[config.mk]
export PLATFORM = sky130hd
export DESIGN_NAME = bsg_idiv_iterative
export DESIGN_NICKNAME = d
export VERILOG_FILES = /design/src/rtl/bsg_idiv_pkg.sv /design/src/rtl/bsg_idiv_addsub.sv /design/src/rtl/bsg_idiv_iterative.sv
export SDC_FILE = /design/constraint.sdc
export NUM_CORES = 1
export LEC_CHECK = 0
export BUFFER_PORTS_ARGS = -buffer_cell sky130_fd_sc_hd__buf_2
export CAP_MARGIN = 0
export CORE_MARGIN = 1.5
export CORE_UTILIZATION = 40
export CTS_BUF_LIST = sky130_fd_sc_hd__clkbuf_8
export CTS_CLUSTER_SIZE = 28
export DETAILED_ROUTE_END_ITERATION = 8
export HOLD_SLACK_MARGIN = 0.12
export MAX_ROUTING_LAYER = met4
export PLACE_DENSITY = 0.55
export SYNTH_ARGS = -nofsm -noshare
export SYNTH_HDL_FRONTEND = slang
export SYNTH_HIERARCHICAL = 1
export SYNTH_SLANG_ARGS = --single-unit
[constraint.sdc]
create_clock -name clk_i -period 5.61 [get_ports clk_i]
set_clock_uncertainty 0.1 [all_clocks]
set_input_delay 1.122 -clock clk_i [delete_from_list [all_inputs] [get_ports clk_i]]
set_output_delay 1.122 -clock clk_i [all_outputs]
set_load 0.03 [all_outputs]
[src/rtl/bsg_idiv_pkg.sv]
// Shared definitions for the iterative divider: FSM state encoding and the
// divide-by-zero quotient constant.
package bsg_idiv_pkg;

  typedef enum logic [2:0] {
    IDLE  = 3'd0,
    NEG_A = 3'd1,
    NEG_B = 3'd2,
    CALC  = 3'd3,
    NEG_R = 3'd4,
    DONE  = 3'd5
  } idiv_state_e;

  localparam int max_width_lp = 64;

  // All-ones pattern of the requested width, right-aligned in a max-width word.
  function automatic logic [max_width_lp-1:0] div_zero_quotient(input int unsigned width);
    logic [max_width_lp-1:0] ones;
    ones = '1;
    return (width >= max_width_lp) ? ones : (ones >> (max_width_lp - width));
  endfunction

endpackage

[src/rtl/bsg_idiv_addsub.sv]
// Single shared adder/subtractor used for operand/result negation and the
// restoring-division trial subtraction.
module bsg_idiv_addsub
  import bsg_idiv_pkg::*;
#(
  parameter int width_p = 33
)
(
  input  logic [width_p-1:0] a,
  input  logic [width_p-1:0] b,
  input  logic               sub,
  output logic [width_p-1:0] sum
);

  assign sum = a + (b ^ {width_p{sub}}) + width_p'(sub);

endmodule

[src/rtl/bsg_idiv_iterative.sv]
// Iterative signed/unsigned restoring divider, one quotient bit per cycle,
// valid/ready-and request side and valid/yumi result side.
module bsg_idiv_iterative
  import bsg_idiv_pkg::*;
#(
  parameter int width_p = 32
)
(
  input  logic               clk_i,
  input  logic               reset_n_i,
  input  logic               v_i,
  output logic               ready_and_o,
  input  logic [width_p-1:0] dividend_i,
  input  logic [width_p-1:0] divisor_i,
  input  logic               signed_i,
  input  logic               gets_remainder_i,
  output logic               v_o,
  output logic [width_p-1:0] result_o,
  input  logic               yumi_i
);

  localparam int cnt_w_lp = $clog2(width_p + 1);
  localparam logic [width_p-1:0] div_zero_quo_lp = width_p'(div_zero_quotient(width_p));
  localparam logic [width_p:0]   one_lp          = {{width_p{1'b0}}, 1'b1};

  idiv_state_e state_r, state_n;

  // quo_r starts as the dividend and is shifted into the quotient during CALC.
  logic [width_p-1:0]  quo_r;
  logic [width_p-1:0]  divisor_r;
  logic [width_p:0]    rem_r;
  logic [width_p-1:0]  result_r;
  logic [cnt_w_lp-1:0] cnt_r;
  logic                neg_a_r;
  logic                neg_b_r;
  logic                div_zero_r;
  logic                gets_rem_r;

  logic [width_p:0]    add_a;
  logic [width_p:0]    add_b;
  logic                add_sub;
  logic [width_p:0]    add_sum;

  logic [width_p:0]    shifted_rem;
  logic [width_p-1:0]  res_sel;
  logic                res_neg;
  logic                accept;
  logic                calc_last;
  logic                unused_rem_msb;

  assign accept      = v_i & (state_r == IDLE);
  assign calc_last   = (cnt_r == cnt_w_lp'(width_p - 1));
  assign shifted_rem = {rem_r[width_p-1:0], quo_r[width_p-1]};

  // The div_zero mask keeps the all-ones quotient from being negated.
  assign res_sel = gets_rem_r ? rem_r[width_p-1:0]
                              : (div_zero_r ? div_zero_quo_lp : quo_r);
  assign res_neg = gets_rem_r ? neg_a_r : ((neg_a_r ^ neg_b_r) & ~div_zero_r);

  // Trial never sets the top remainder bit; it only carries the borrow.
  assign unused_rem_msb = rem_r[width_p];

  always_comb begin
    add_a   = '0;
    add_b   = '0;
    add_sub = 1'b0;
    case (state_r)
      NEG_A: begin
        add_a = {1'b0, ~quo_r};
        add_b = one_lp;
      end
      NEG_B: begin
        add_a = {1'b0, ~divisor_r};
        add_b = one_lp;
      end
      CALC: begin
        add_a   = shifted_rem;
        add_b   = {1'b0, divisor_r};
        add_sub = 1'b1;
      end
      NEG_R: begin
        add_a = {1'b0, ~res_sel};
        add_b = one_lp;
      end
      default: ;
    endcase
  end

  bsg_idiv_addsub #(
    .width_p(width_p + 1)
  ) addsub (
    .a  (add_a),
    .b  (add_b),
    .sub(add_sub),
    .sum(add_sum)
  );

  always_comb begin
    state_n = state_r;
    case (state_r)
      IDLE:    if (v_i) state_n = NEG_A;
      NEG_A:   state_n = NEG_B;
      NEG_B:   state_n = CALC;
      CALC:    if (calc_last) state_n = NEG_R;
      NEG_R:   state_n = DONE;
      DONE:    if (yumi_i) state_n = IDLE;
      default: state_n = IDLE;
    endcase
  end

  always_ff @(posedge clk_i or negedge reset_n_i) begin
    if (!reset_n_i) begin
      state_r    <= IDLE;
      quo_r      <= '0;
      divisor_r  <= '0;
      rem_r      <= '0;
      result_r   <= '0;
      cnt_r      <= '0;
      neg_a_r    <= 1'b0;
      neg_b_r    <= 1'b0;
      div_zero_r <= 1'b0;
      gets_rem_r <= 1'b0;
    end else begin
      state_r <= state_n;
      case (state_r)
        IDLE: begin
          if (accept) begin
            quo_r      <= dividend_i;
            divisor_r  <= divisor_i;
            gets_rem_r <= gets_remainder_i;
            neg_a_r    <= signed_i & dividend_i[width_p-1];
            neg_b_r    <= signed_i & divisor_i[width_p-1];
            div_zero_r <= (divisor_i == '0);
          end
        end
        NEG_A: begin
          if (neg_a_r) quo_r <= add_sum[width_p-1:0];
        end
        NEG_B: begin
          if (neg_b_r) divisor_r <= add_sum[width_p-1:0];
          rem_r <= '0;
          cnt_r <= '0;
        end
        CALC: begin
          // Borrow clear means the divisor fits: keep the difference, shift in 1.
          if (!add_sum[width_p]) begin
            rem_r <= add_sum;
            quo_r <= {quo_r[width_p-2:0], 1'b1};
          end else begin
            rem_r <= shifted_rem;
            quo_r <= {quo_r[width_p-2:0], 1'b0};
          end
          cnt_r <= cnt_r + 1'b1;
        end
        NEG_R: begin
          result_r <= res_neg ? add_sum[width_p-1:0] : res_sel;
        end
        default: ;
      endcase
    end
  end

  assign ready_and_o = (state_r == IDLE);
  assign v_o         = (state_r == DONE);
  assign result_o    = result_r;

endmodule

==> results_dict.tcl <==
set metrics [dict create \
    status "finished clean" \
    drc 0 \
    required_ns 5.84 \
    antenna_found_initial 0 \
    end_kind "flip-flop" \
    final_antenna_net_count 0 \
    cts_buffer_depth 2 \
    grt_max_degree 85 \
    start_kind "flip-flop" \
    drive_above_1_share_pct 15.4 \
    synth.top_cell.area_share_pct 32.8 \
    finalCritPeriodShare_pct 84.3 \
    numPortBuffers 103 \
    maxCapViolCount 0 \
    ys.flop_type "dfrtp_1" \
    htreeDepth 4 \
    rsz0062_at_grt "no" \
    start_util_pct 41.0 \
    core_um2 26300 \
    crit_chain "nand2b_1 -> buf_12 -> nor2_1 -> a21oi_1 -> o22ai_1 -> ha_1 -> a211o_1 -> a21oi_1 -> o211ai_1 -> a21oi_1 -> o21ai_1 -> a311oi_1 -> xnor2_2 -> buf_4 -> nand2b_1 -> a21oi_1 -> a21oi_1 -> o21ai_0" \
    tns_ns 0 \
    min_period_ns 4.73 \
    cp_data_arrival_time_ns 4.96 \
    syn_avg_cell_area_um2 8.00 \
    firstDrtPassIters 7 \
    cts_sinks 141 \
    placementRows 59 \
    setup_viol 0 \
    layout-area-overhead-vs-synth_pct 11.7 \
    ios 104 \
    vias 10054 \
    dp_hpwl_mm 23.3 \
    num_antenna_cells 0 \
    holdBufCountCts 0 \
    root_buffer "clkbuf_8" \
    yosys_register_bits 141 \
    path_class "flip-flop to flip-flop" \
    wl_mm 34.5 \
    syn-num-nets 1449 \
    clk_latency_ns 0.50 \
    cts_buffers 17 \
    worst_pin_slew_ns 1.12 \
    die_h_um 167 \
    cts_tree "done" \
    fmax_ghz 0.211 \
    synth_cell_types 57 \
    grt_pass1_vias 9996 \
    yosysTopAreaCell "dfrtp_1" \
    grt_overflow 0 \
    relSlewSlack_pct 25.0 \
    grt.total_usage_pct 26.0 \
    hp-class "flip-flop to flip-flop" \
    syn_inst 1346 \
    cts.repair.resized 0 \
    die-width_um 167 \
    final_nets 1495 \
    synth_async_sr_flop_share_pct 100 \
    post_cts_buffers 0 \
    drt_iter0_drc 775 \
    fp.dieArea_um2 27900 \
    maxSlewViolCount 0 \
    yosysWarningCount 6 \
    cp_slowest_stage_delay_ns 0.67 \
    gp_congestion 0.924 \
    syn_area_um2 10800 \
    worstPathMaxFanout 25 \
    clk_pin_slew_ns 0.10 \
    post_synth_main_area_contributors "dfrtp_1, mux2i_1, a21oi_1" \
    cp_common_cell "a21oi_1" \
    via_per_inst 5.78 \
    ys_seq_area_share_pct 32.8 \
    critPathSlowestCell "dfrtp_4" \
    final_hold_viol_count 0 \
    grt_pass1_wl_mm 55.7 \
    wire_per_inst_um 19.8 \
    synth-edff-count 0 \
]
registers in the layout, summed over array words and instances (netlist names), 3 cells and up:
| register | count |
|---|---|
| result_o | 32 |
| state_r | 3 |
| divisor_r | 32 |
| cnt_r | 6 |
| rem_r | 32 |
| quo_r | 32 |
synth_stat cells, drive strengths merged (7+ instances only):
cell,instances
a21oi,166
nand2,166
dfrtp,141
o21ai,129
nor2,119
mux2i,99
o22ai,65
buf,59
clkbuf,48
xor2,48
inv,45
nor3,37
a221oi,32
ha,32
and3,31
xnor2,18
a21o,14
nand3,13
nand2b,9
nor4,9
nand4,8
o21a,7
cells in the final DEF, fill, tap and decap left out, types with 8 or more instances in the layout:
master and instances:
a21oi_1 166, buf_2 102, buf_4 27, xnor2_1 17, and3_1 31, nor3_1 37
nand2b_1 8, dfrtp_1 138, a21o_1 14, nand2_1 166, ha_1 32, o21ai_1 19
nor2_1 117, inv_1 44, o22ai_1 65, xor2_1 48, a221oi_2 30, mux2i_1 99
nand4_1 8, o21ai_0 107, clkbuf_8 18, nand3_1 12, nor4_1 9
metal layers:
layer	vias up	share of wire [%]	wire (um)	global-route usage [%]
met4	0	1.8	637	7.43
met3	39	4.7	1620	3.90
met5	-	0	0	-
met1	4831	47	16200	34.5
li1	4908	-	-	-
met2	276	46	16000	41.1
critical path, delay by kind of cell, from the launching register on:
family	cells	cell delay [ns]
AOI/OAI and AO/OA	11	1.90
DFF	1	0.67
and+or+nand+nor	3	0.66
buffers and inverters	2	0.62
adders and majority gates	1	0.41
xor gates and xnor gates	1	0.17
per-stage QoR:
| step | hold WS, ns | util [%] | instances | area (um^2) | worst slack, ns |
|---|---|---|---|---|---|
| detailed placement | 0.387 | 44.1 | 1708 | 11600 | 0.906 |
| floorplan | 0.359 | - | 1346 | 10800 | 1.03 |
| CTS | 0.411 | 45.8 | 1740 | 12000 | 0.891 |
| global route | 0.441 | 45.8 | 1740 | 12000 | 0.488 |
| finish | 0.418 | 45.8 | 1740 | 12000 | 0.879 |
| global placement | 0.381 | 44.1 | 1708 | 11600 | 0.975 |
final timing paths:
| check | startpoint | endpoint | slack [ns] | cells after the start |
|---|---|---|---|---|
| hold / removal | divisor_r[16] | divisor_r[16] | 0.42 | 2 |
| setup reg to reg | state_r[1] | quo_r[0] | 0.88 | 18 |
| hold reg to reg | divisor_r[16] | divisor_r[16] | 0.42 | 2 |
| min in group asynchronous | reset_n_i | result_o[26] | 0.61 | 1 |
| max in group asynchronous | reset_n_i | rem_r[8] | 3.66 | 2 |
| setup / recovery | state_r[1] | quo_r[0] | 0.88 | 18 |
cell type report:
class / count / area (um^2)
fillers: 2691 / 14200
multi-input cells: 1053 / 6660
inverters: 45 / 169
clock inverters: 14 / 206
clock buffers: 18 / 248
well taps: 335 / 419
repair buffers: 134 / 805
flip-flops and latches: 141 / 3530
kinds of logic after synthesis:
| family | count (synthesis) | synth area share, % |
|---|---|---|
| other cells | 1 | 0.0348 |
| fa+ha+maj | 33 | 3.90 |
| mux | 101 | 9.41 |
| simple gates | 405 | 16.6 |
| compound gates | 447 | 26.0 |
| xor+xnor | 66 | 5.37 |
| flops | 141 | 32.8 |
| buf+inv | 152 | 5.96 |
Power is not shown: default switching activity piles up to over one toggle a cycle in this logic, so the estimate is an artifact.
